==> src/rtl/multicycle_controller.sv <==
// multicycle_controller: Moore FSM control unit for the multi-cycle ARM datapath.
// Optional BL link write: define CTRL_BL_EN (default build treats BL as B).
module multicycle_controller (
  input  logic        clk,
  input  logic        reset,
  input  logic [31:0] Instr,
  input  logic [3:0]  ALUFlags,
  output logic        PCWrite,
  output logic        AdrSrc,
  output logic        MemWrite,
  output logic        IRWrite,
  output logic        RegWrite,
  output logic        SetFlags,
  output logic        CarryIN,
  output logic        Shift_ctrl,
  output logic        ALUSrcA,
  output logic [1:0]  ResultSrc,
  output logic [1:0]  ALUSrcB,
  output logic [1:0]  ImmSrc,
  output logic [1:0]  RegSrc,
  output logic [1:0]  BL_ctrl,
  output logic [3:0]  ALUControl,
  output logic [3:0]  state
);

  typedef enum logic [3:0] {
    FETCH  = 4'd0,
    DECODE = 4'd1,
    MEMADR = 4'd2,
    MEMRD  = 4'd3,
    MEMWB  = 4'd4,
    MEMWR  = 4'd5,
    EXECR  = 4'd6,
    EXECI  = 4'd7,
    ALUWB  = 4'd8,
    BRANCH = 4'd9
  } state_e;

  localparam logic [3:0] ALU_ADD = 4'b0100;

  state_e state_q, state_d;

  logic [1:0] op;
  logic [3:0] cmd;
  logic [3:0] cond;
  logic       imm_f;
  logic       ld_f;
  logic       rd_pc;
  logic       z_f, n_f, c_f, v_f;
  logic       cond_ex;

  assign op    = Instr[27:26];
  assign imm_f = Instr[25];
  assign cmd   = Instr[24:21];
  assign ld_f  = Instr[20];
  assign rd_pc = (Instr[15:12] == 4'hF);
  assign cond  = Instr[31:28];
  assign z_f   = ALUFlags[3];
  assign n_f   = ALUFlags[2];
  assign c_f   = ALUFlags[1];
  assign v_f   = ALUFlags[0];
  assign state = state_q;

  // State register; reset aborts any in-flight instruction.
  always_ff @(posedge clk) begin
    if (!reset) state_q <= FETCH;
    else        state_q <= state_d;
  end

  // ARM condition-code evaluation against the registered flags.
  always_comb begin
    cond_ex = 1'b0;
    unique case (cond)
      4'b0000: cond_ex = z_f;
      4'b0001: cond_ex = ~z_f;
      4'b0010: cond_ex = c_f;
      4'b0011: cond_ex = ~c_f;
      4'b0100: cond_ex = n_f;
      4'b0101: cond_ex = ~n_f;
      4'b0110: cond_ex = v_f;
      4'b0111: cond_ex = ~v_f;
      4'b1000: cond_ex = c_f & ~z_f;
      4'b1001: cond_ex = ~c_f | z_f;
      4'b1010: cond_ex = (n_f == v_f);
      4'b1011: cond_ex = (n_f != v_f);
      4'b1100: cond_ex = ~z_f & (n_f == v_f);
      4'b1101: cond_ex = z_f | (n_f != v_f);
      4'b1110: cond_ex = 1'b1;
      default: cond_ex = 1'b0;
    endcase
  end

  // Next-state and Moore control decode.
  always_comb begin
    state_d    = FETCH;
    PCWrite    = 1'b0;
    AdrSrc     = 1'b0;
    MemWrite   = 1'b0;
    IRWrite    = 1'b0;
    RegWrite   = 1'b0;
    SetFlags   = 1'b0;
    CarryIN    = 1'b0;
    Shift_ctrl = 1'b0;
    ALUSrcA    = 1'b0;
    ResultSrc  = 2'b00;
    ALUSrcB    = 2'b00;
    BL_ctrl    = 2'b00;
    ALUControl = 4'b0000;
    RegSrc     = {(op == 2'b01) & ~ld_f, (op == 2'b10)};
    ImmSrc     = (op == 2'b11) ? 2'b00 : op;

    case (state_q)
      FETCH: begin
        IRWrite    = 1'b1;
        ALUSrcA    = 1'b1;
        ALUSrcB    = 2'b10;
        ALUControl = ALU_ADD;
        ResultSrc  = 2'b10;
        PCWrite    = 1'b1;
        state_d    = DECODE;
      end
      DECODE: begin
        ALUSrcA    = 1'b1;
        ALUSrcB    = 2'b10;
        ALUControl = ALU_ADD;
        ResultSrc  = 2'b10;
        unique case (op)
          2'b00:   state_d = imm_f ? EXECI : EXECR;
          2'b01:   state_d = MEMADR;
          2'b10:   state_d = BRANCH;
          default: state_d = FETCH;
        endcase
      end
      MEMADR: begin
        ALUSrcB    = 2'b01;
        ALUControl = ALU_ADD;
        state_d    = ld_f ? MEMRD : MEMWR;
      end
      MEMRD: begin
        AdrSrc  = 1'b1;
        state_d = MEMWB;
      end
      MEMWB: begin
        ResultSrc = 2'b01;
        RegWrite  = cond_ex;
        PCWrite   = cond_ex & rd_pc;
      end
      MEMWR: begin
        AdrSrc   = 1'b1;
        MemWrite = cond_ex;
      end
      EXECR, EXECI: begin
        ALUSrcB    = 2'b11;
        ALUControl = cmd;
        SetFlags   = ld_f & cond_ex;
        Shift_ctrl = (state_q == EXECI);
        CarryIN    = (cmd inside {4'b0101, 4'b0110, 4'b0111}) & c_f;
        state_d    = ALUWB;
      end
      ALUWB: begin
        RegWrite = cond_ex & ~(cmd[3:2] == 2'b10);
        PCWrite  = cond_ex & rd_pc;
      end
      BRANCH: begin
        ALUSrcB    = 2'b01;
        ALUControl = ALU_ADD;
        ResultSrc  = 2'b10;
        PCWrite    = cond_ex;
`ifdef CTRL_BL_EN
        if (Instr[24]) begin
          BL_ctrl  = 2'b11;
          RegWrite = cond_ex;
        end
`endif
      end
      default: state_d = FETCH;
    endcase

    if (!reset) begin
      PCWrite  = 1'b0;
      MemWrite = 1'b0;
      IRWrite  = 1'b0;
      RegWrite = 1'b0;
      SetFlags = 1'b0;
    end
  end

endmodule

==> config.mk <==
export PLATFORM = sky130hd
export DESIGN_NAME = multicycle_controller
export DESIGN_NICKNAME = d
export VERILOG_FILES = /design/src/rtl/multicycle_controller.sv
export SDC_FILE = /design/constraint.sdc
export NUM_CORES = 1
export LEC_CHECK = 0
export ABC_CLOCK_PERIOD_IN_PS = 5900
export CELL_PAD_IN_SITES_DETAIL_PLACEMENT = 1
export CELL_PAD_IN_SITES_GLOBAL_PLACEMENT = 1
export CORE_UTILIZATION = 19
export CTS_CLUSTER_SIZE = 16
export DETAILED_ROUTE_END_ITERATION = 8
export PLACE_DENSITY = 0.83
export SETUP_SLACK_MARGIN = 0.05
export SYNTH_ARGS = -nofsm -noshare
export SYNTH_HDL_FRONTEND = slang
export SYNTH_SLANG_ARGS = --single-unit
==> constraint.sdc <==
create_clock -name clk -period 5.9 [get_ports clk]
set_clock_uncertainty 0.05 [all_clocks]
set_input_delay 1.18 -clock clk [delete_from_list [all_inputs] [get_ports clk]]
set_output_delay 1.18 -clock clk [all_outputs]
set_load 0.01 [all_outputs]
-- Word level (Yosys, flattened, before mapping)
Index checks and enable logic that the tools add are counted.
- register bits after elaboration: 4
- input bits: 38
- output and inout port bits: 27
- eq/ne operators: 33
- multiplexer cells: 23
- bitwise gates (word level): 15
- reductions and logical operators: 11
- operator list (cell ; number):
    4-bit by 3-bit == test with 1-bit output (second input constant) ; 11
    4-bit == test (second input constant) ; 10
    4-bit case mux with 5 select lines ; 1
    4-bit by 2-bit == test with 1-bit output (second input constant) ; 4
    1-bit case mux with 15 select lines ; 1
    1-bit two-way mux ; 13
    4-bit case mux with 3 select lines ; 1
    2-bit OR reduction ; 5
    4-bit by 1-bit == test with 1-bit output (second input constant) ; 2
    4-bit logical NOT ; 2
    4-bit case mux with 2 select lines ; 1
    1-bit AND ; 7
    2-bit == test (second input constant) ; 3
    1-bit NOT ; 6
    2-bit case mux with 3 select lines ; 1
    2-bit case mux with 2 select lines ; 1
    4-bit OR reduction ; 1
    3-bit two-way mux ; 1
    1-bit case mux with 3 select lines ; 1
    3-bit nonzero test ; 1
    3-bit OR reduction ; 1
    2-bit by 1-bit == test with 1-bit output (second input constant) ; 1
    2-bit logical NOT ; 1
    2-bit two-way mux ; 1
    4 further kinds ; 5

-- Depth between registers and ports, before layout
Gate-level depths: netlist of run 1.
- word-level depth: 6
- mapped depth: 6
- mapped depth without buffers: 5

-- Least setup slack after synthesis of run 1
OpenSTA, ideal clock, no wires.
- kind: input to output
- from: input port Instr[30]
- to: output port MemWrite
- arrival: 2.431 ns
- data required time: 4.670 ns
- setup slack: 2.239 ns
- stages: 5
- cell sequence: buf_2 or4b_1 a21boi_2 nor4_2 nor4b_2
- word-level cells in the longest chain between the ends: 4
- ends and longest elaborated chain (what ; line ; text):
    start: declaration ; 6 ; input logic [31:0] Instr,
    4-bit == test, or another cell as far along ; 73 ; unique case (cond)
    1-bit case mux with 15 select lines * ; 73 ;
    1-bit two-way mux * ; 112 ; case (state_q)
    1-bit two-way mux * ; 179 ; if (!reset) begin
    end: declaration ; 10 ; output logic MemWrite,
Every way passes the cells marked *; elsewhere a longest branch is shown, timed or not.

-- Worst setup path in the final report of run 1
- from: input port Instr[28]
- to: output port MemWrite
Same word-level chain as after synthesis.

==> flow_summary.json, run 1 <==
{
  "critPathArrivalTime_ns": 3.55,
  "grt_usage_pct": 13.96,
  "yosysUniqueCellTypes": 41,
  "clkTransAtPathRegs_ns": 0.04,
  "p_leak_uw": 0.0004070,
  "core_area_mm2": 0.003128,
  "syn2layout_area_growth_pct": 76.50,
  "ys_top_cells_by_area": "dfxtp_1 (12%), nor2b_1 (6.8%), nor3_1 (5.4%)",
  "powerDensity_mw_per_mm2": 126.1,
  "n_fill_cell": 402,
  "yosysTopAreaCell": "dfxtp_1",
  "die-area_mm2": 0.003628,
  "antenna_found_initial": 0,
  "hold_path.class": "flip-flop to flip-flop",
  "setup_viol": 0,
  "path_max_fanout": 7,
  "outcome": "completed",
  "via_count": 868,
  "syn_area_per_cell_um2": 6.783,
  "clk_path_buf_depth": 2,
  "tns_ns": 0,
  "antenna_cells": 0,
  "vdd_ir_drop_max_mv": 0.05306,
  "relSlewSlack_pct": 54.98,
  "grt.overflow.total": 0,
  "ant_nets": 0,
  "syn_area_um2": 644.4,
  "worst_pin_slew_ns": 0.6744,
  "setup_ws_ns": 1.119,
  "min_period_over_period_pct": 81.03,
  "nNetsFinal": 176,
  "synthCells": 95,
  "period_needed_ns": 4.781,
  "wl_per_cell_um": 13.20,
  "dr.pass1.iters": 4,
  "portBuffers": 46,
  "avgViaCountPerCell": 4.822,
  "layout-drive-gt1-share_pct": 5.147,
  "wirelength_mm": 2.376,
  "cts_hold_buffers": 0,
  "htree_levels": 1,
  "hold_viol": 0,
  "gp_routability_congestion": 0.6820,
  "pin_count": 65,
  "start_kind": "input port",
  "drcViolationCount": 0,
  "worstSetupPathType": "input port to output pin",
  "crit_required_ns": 4.67,
  "cts_inserted_buffers": 3,
  "clock_latency_ns": 0.24,
  "holdPathStages": 1,
  "largest_register_ffs": 4,
  "place_ws_ns": 1.111,
  "yosysTopAreaCellShare_pct": 12.43,
  "rsz0062_at_grt": "false",
  "die_y_um": 60.24,
  "start_util_pct": 20.60,
  "numClockSinks": 4,
  "fmax_ghz": 0.2092,
  "row_count": 20,
  "r2r_cells": 4,
  "dp_hpwl_mm": 1.887,
  "first_global_vias": 885,
  "die_width_um": 60.24,
  "drv_slew": 0,
  "cts_resized": 0,
  "endpoint_kind": "output pin",
  "grt_pass1_wl_mm": 3.870,
  "grt_max_degree": 22,
  "cts_tree": "done",
  "max-cap-violations": 0,
  "clockRootBuffer": "clkbuf_4",
  "ys_ff_latch": 4,
  "yosysSeqAreaShare_pct": 12.43,
  "drtIter0Drc": 19,
  "postCtsSetupRepairBufs": 0,
  "ys_warn_count": 0
}
## routing by layer
layer	vias up	global-route usage, %	wire length (um)
met1	407	16.94	1022
met3	4	2.165	152
li1	423	-	-
met2	34	24.96	1182
met4	0	3.987	18
met5	-	0	0
## cell type report
| type | instances | area (um2) | share of cell area (%) |
|---|---|---|---|
| multi-input cells | 79 | 504.2 | 44.33 |
| repair buffers | 46 | 460.4 | 40.48 |
| flip-flops and latches | 4 | 80.08 | 7.041 |
| well taps | 44 | 55.05 | 4.840 |
| clock buffers | 3 | 22.52 | 1.980 |
| inverters | 4 | 15.01 | 1.320 |
## kinds of logic after synthesis
kind of cell           Yosys count  share of synthesized area [%]
buffers and inverters           13                          9.901
multiplexers                     3                          4.660
AND/OR/NAND/NOR                 48                          44.08
XOR/XNOR                         3                          4.078
flip-flops                       4                          12.43
AO/OA/AOI/OAI                   23                          24.27
other                            1                         0.5820
## cell usage after synthesis
| library cell | instances |
|---|---|
| nor2_1 | 9 |
| nand2_1 | 7 |
| nor2b_1 | 7 |
| nor3_1 | 7 |
| a21oi_1 | 5 |
| o21ai_0 | 5 |
| dfxtp_1 | 4 |
| and3_1 | 3 |
| buf_2 | 3 |
| buf_4 | 3 |
| clkbuf_1 | 3 |
| inv_1 | 3 |
| mux2i_1 | 3 |
| nand3b_1 | 3 |
| a31oi_1 | 2 |
| and3b_1 | 2 |
| xnor2_1 | 2 |
| a2111o_1 | 1 |
| a211oi_1 | 1 |
| a21boi_0 | 1 |
| a21boi_2 | 1 |
| a21o_1 | 1 |
| a22o_1 | 1 |
| a22oi_1 | 1 |
| a41oi_1 | 1 |
| clkinv_1 | 1 |
| conb_1 | 1 |
| nand2b_1 | 1 |
| nand3_1 | 1 |
| nand4_1 | 1 |
| nor4_1 | 1 |
| nor4_2 | 1 |
| nor4b_2 | 1 |
| nor4bb_1 | 1 |
| o2111ai_1 | 1 |
| o211ai_1 | 1 |
| o21bai_1 | 1 |
| or3_1 | 1 |
| or3b_2 | 1 |
| or4b_1 | 1 |
| xor2_1 | 1 |
## through the flow
stage          std cells  power [uW]  hold WS (ns)  utilization (%)  area, um2
2_1_floorplan         96       68.26        0.5675                -      648.1
3_3_place_gp         177       106.3        0.5382            35.64       1115
3_5_place_dp         177       109.0        0.5394            35.64       1115
4_1_cts              180       144.8        0.5531            36.36       1137
5_1_grt              180       151.6        0.5911            36.36       1137
6_report             180       143.4        0.5572            36.36       1137
## worst max-delay path: stages
cell             delay, ns
clkdlybuf4s50_1       0.53
xor2_1                0.23
or4b_1                0.51
a21boi_2              0.17
nor4_2                0.08
nor4b_2               0.26
clkdlybuf4s50_1       0.58
## power by group
part           switching (uW)  internal [uW]
Combinational            32.2           41.2
Sequential               6.00           29.0
Clock                    12.3           22.8
## cell usage in the layout, fill, tap and decap left out
master / instances
clkinv_1: 1
or4b_1: 1
nor4_2: 1
xor2_1: 1
nand2b_1: 1
nor2_1: 9
nand2_1: 7
clkdlybuf4s50_1: 46
clkbuf_4: 3
nor4b_2: 1
nor4_1: 1
mux2i_1: 3
conb_1: 2
nand3_1: 1
nand3b_1: 3
and3_1: 3
a41oi_1: 1
o21ai_0: 5
nor2b_1: 7
xnor2_1: 2
nor3_1: 7
a31oi_1: 2
a22oi_1: 1
o211ai_1: 1
o2111ai_1: 1
a2111o_1: 1
a21o_1: 1
nand4_1: 1
inv_1: 3
a21boi_2: 1
a21oi_1: 5
nor4bb_1: 1
or3_1: 1
a21boi_0: 1
or3b_2: 1
a211oi_1: 1
a22o_1: 1
o21bai_1: 1
and3b_1: 2
dfxtp_1: 4
## path summary, 6_finish.rpt
path	slack (ns)	end	startpoint
max	1.12	MemWrite	Instr[28]
min	0.56	state[0]	state[0]
max reg2reg	4.28	state[3]	state[0]
min reg2reg	0.56	state[0]	state[0]
Note: power is estimated with default switching activity, not from simulation.
==> run 2, diff against run 1 <==
--- a/config.mk
+++ b/config.mk
@@ -5,13 +5,13 @@
 export SDC_FILE = /design/constraint.sdc
 export NUM_CORES = 1
 export LEC_CHECK = 0
-export ABC_CLOCK_PERIOD_IN_PS = 5900
+export ABC_CLOCK_PERIOD_IN_PS = 4950
 export CELL_PAD_IN_SITES_DETAIL_PLACEMENT = 1
 export CELL_PAD_IN_SITES_GLOBAL_PLACEMENT = 1
-export CORE_UTILIZATION = 19
+export CORE_UTILIZATION = 18
 export CTS_CLUSTER_SIZE = 16
 export DETAILED_ROUTE_END_ITERATION = 8
-export PLACE_DENSITY = 0.83
+export PLACE_DENSITY = 0.8
 export SETUP_SLACK_MARGIN = 0.05
 export SYNTH_ARGS = -nofsm -noshare
 export SYNTH_HDL_FRONTEND = slang
==> constraint.sdc (replaced) <==
create_clock -name clk -period 4.95 [get_ports clk]
set_clock_uncertainty 0.05 [all_clocks]
set_input_delay 0.99 -clock clk [delete_from_list [all_inputs] [get_ports clk]]
set_output_delay 0.99 -clock clk [all_outputs]
set_load 0.01 [all_outputs]
==> flow_summary.json, run 2 (synthesized netlist as in run 1, its figures left out) <==
{
  "largest_register_ffs": 4,
  "die_width_um": 61.83,
  "crit_required_ns": 3.91,
  "powerDensity_mw_per_mm2": 149.1,
  "via_count": 859,
  "critPathArrivalTime_ns": 3.36,
  "final_common_cell": "clkdlybuf4s50_1",
  "dp_hpwl_mm": 1.893,
  "setup_viol": 0,
  "dp.cells": 179,
  "wl_per_cell_um": 13.31,
  "n_fill_cell": 428,
  "worst_pin_slew_ns": 0.6885,
  "hold_path.class": "flip-flop to flip-flop",
  "die-area_mm2": 0.003823,
  "rsz0062_at_grt": "false",
  "nNetsFinal": 176,
  "dr.pass1.iters": 4,
  "path_max_fanout": 7,
  "layout-drive-gt1-share_pct": 5.147,
  "drv_slew": 0,
  "tns_ns": 0,
  "die_y_um": 61.83,
  "grt.overflow.total": 0,
  "start_kind": "input port",
  "drcViolationCount": 0,
  "cts_resized": 0,
  "htree_levels": 1,
  "clock_latency_ns": 0.23,
  "portBuffers": 46,
  "cts_inserted_buffers": 3,
  "final_cells": 182,
  "pin_count": 65,
  "postCtsSetupRepairBufs": 0,
  "grt_pass1_wl_mm": 3.698,
  "relSlewSlack_pct": 54.03,
  "hold_viol": 0,
  "grt_usage_pct": 12.84,
  "grt_max_degree": 22,
  "gp_routability_congestion": 0.6805,
  "cts_hold_buffers": 0,
  "vdd_ir_drop_max_mv": 0.08361,
  "core_area_mm2": 0.003390,
  "clkTransAtPathRegs_ns": 0.04,
  "wirelength_mm": 2.422,
  "row_count": 21,
  "period_needed_ns": 4.402,
  "syn2layout_area_growth_pct": 76.89,
  "clockRootBuffer": "clkbuf_4",
  "endpoint_kind": "output pin",
  "final_cell_mix": "clkdlybuf4s50_1 (46), nor2_1 (9), nand2_1 (7), nor3_1 (7), nor2b_1 (7)",
  "cts_tree": "done",
  "worstSetupPathType": "input port to output pin",
  "regArea_um2": 80.08,
  "drtIter0Drc": 11,
  "fmax_ghz": 0.2272,
  "start_util_pct": 19.01,
  "outcome": "completed",
  "numClockSinks": 4,
  "min_period_over_period_pct": 88.92,
  "antenna_found_initial": 0,
  "antenna_cells": 0,
  "ant_nets": 0,
  "avgViaCountPerCell": 4.720,
  "first_global_vias": 873,
  "clk_path_buf_depth": 2,
  "p_leak_uw": 0.0004070,
  "max-cap-violations": 0,
  "multi_input_area_um2": 504.2
}
## run 2: layer usage
layer  track usage (%)  wire, um
met5                 0         0
met2             24.12      1195
met1             14.34      1045
met3             3.520       152
met4             2.857        29
## run 2: layout make-up
cell class	instances	area share, %
multi-input combinational	79	44.24
timing repair buffer	46	40.40
sequential	4	7.025
tap	46	5.049
clock buffer	3	1.976
inverter	4	1.317
## run 2: worst paths after layout
kind,startpoint,endpoint,slack (ns),cells past startpoint
setup reg to reg,state[0],state[3],3.33,4
setup / recovery,Instr[28],MemWrite,0.55,7
hold / removal,state[0],state[0],0.55,1
hold reg to reg,state[0],state[0],0.55,1
## run 2: critical path, stage by stage
cell,delay [ns]
clkdlybuf4s50_1,0.53
xor2_1,0.22
or4b_1,0.50
a21boi_2,0.16
nor4_2,0.09
nor4b_2,0.29
clkdlybuf4s50_1,0.58
## run 2: metrics by stage
stage          area, um2  utilization [%]  hold slack (ns)  worst slack (ns)  power (uW)
2_1_floorplan      648.1                -           0.5675             1.669       81.36
4_1_cts             1140            33.63           0.5541            0.5455       172.1
5_1_grt             1140            33.63           0.5813            0.4425       181.9
3_3_place_gp        1117            32.96           0.5406            0.5853       127.5
6_report            1140            33.63           0.5481            0.5483       170.0
3_5_place_dp        1117            32.96           0.5408            0.5437       129.9
## run 2: report_power, final
part           switching (uW)  total (uW)  internal, uW  leakage (uW)
Combinational            38.1        87.2          49.1      0.000360
Sequential               7.14        41.7          34.5     0.0000328
Clock                    13.9        41.1          27.2     0.0000138
==> run 3, diff against run 2 <==
--- a/config.mk
+++ b/config.mk
@@ -5,13 +5,13 @@
 export SDC_FILE = /design/constraint.sdc
 export NUM_CORES = 1
 export LEC_CHECK = 0
-export ABC_CLOCK_PERIOD_IN_PS = 4950
+export ABC_CLOCK_PERIOD_IN_PS = 5100
 export CELL_PAD_IN_SITES_DETAIL_PLACEMENT = 1
 export CELL_PAD_IN_SITES_GLOBAL_PLACEMENT = 1
-export CORE_UTILIZATION = 18
+export CORE_UTILIZATION = 19
 export CTS_CLUSTER_SIZE = 16
 export DETAILED_ROUTE_END_ITERATION = 8
-export PLACE_DENSITY = 0.8
+export PLACE_DENSITY = 0.83
 export SETUP_SLACK_MARGIN = 0.05
 export SYNTH_ARGS = -nofsm -noshare
 export SYNTH_HDL_FRONTEND = slang
==> constraint.sdc (replaced) <==
create_clock -name clk -period 5.1 [get_ports clk]
set_clock_uncertainty 0.05 [all_clocks]
set_input_delay 1.02 -clock clk [delete_from_list [all_inputs] [get_ports clk]]
set_output_delay 1.02 -clock clk [all_outputs]
set_load 0.01 [all_outputs]
==> results of run 3 <==
The final DEF is identical to that of run 1. Status: completed.
Among the figures that moved: setup slack after placement 1.111 ns -> 0.6311 ns; setup slack after layout 1.119 ns -> 0.6392 ns; register-to-register setup slack 4.28 ns -> 3.48 ns; total power 143.4 uW -> 165.9 uW; worst IR drop on VDD 0.05306 mV -> 0.06138 mV
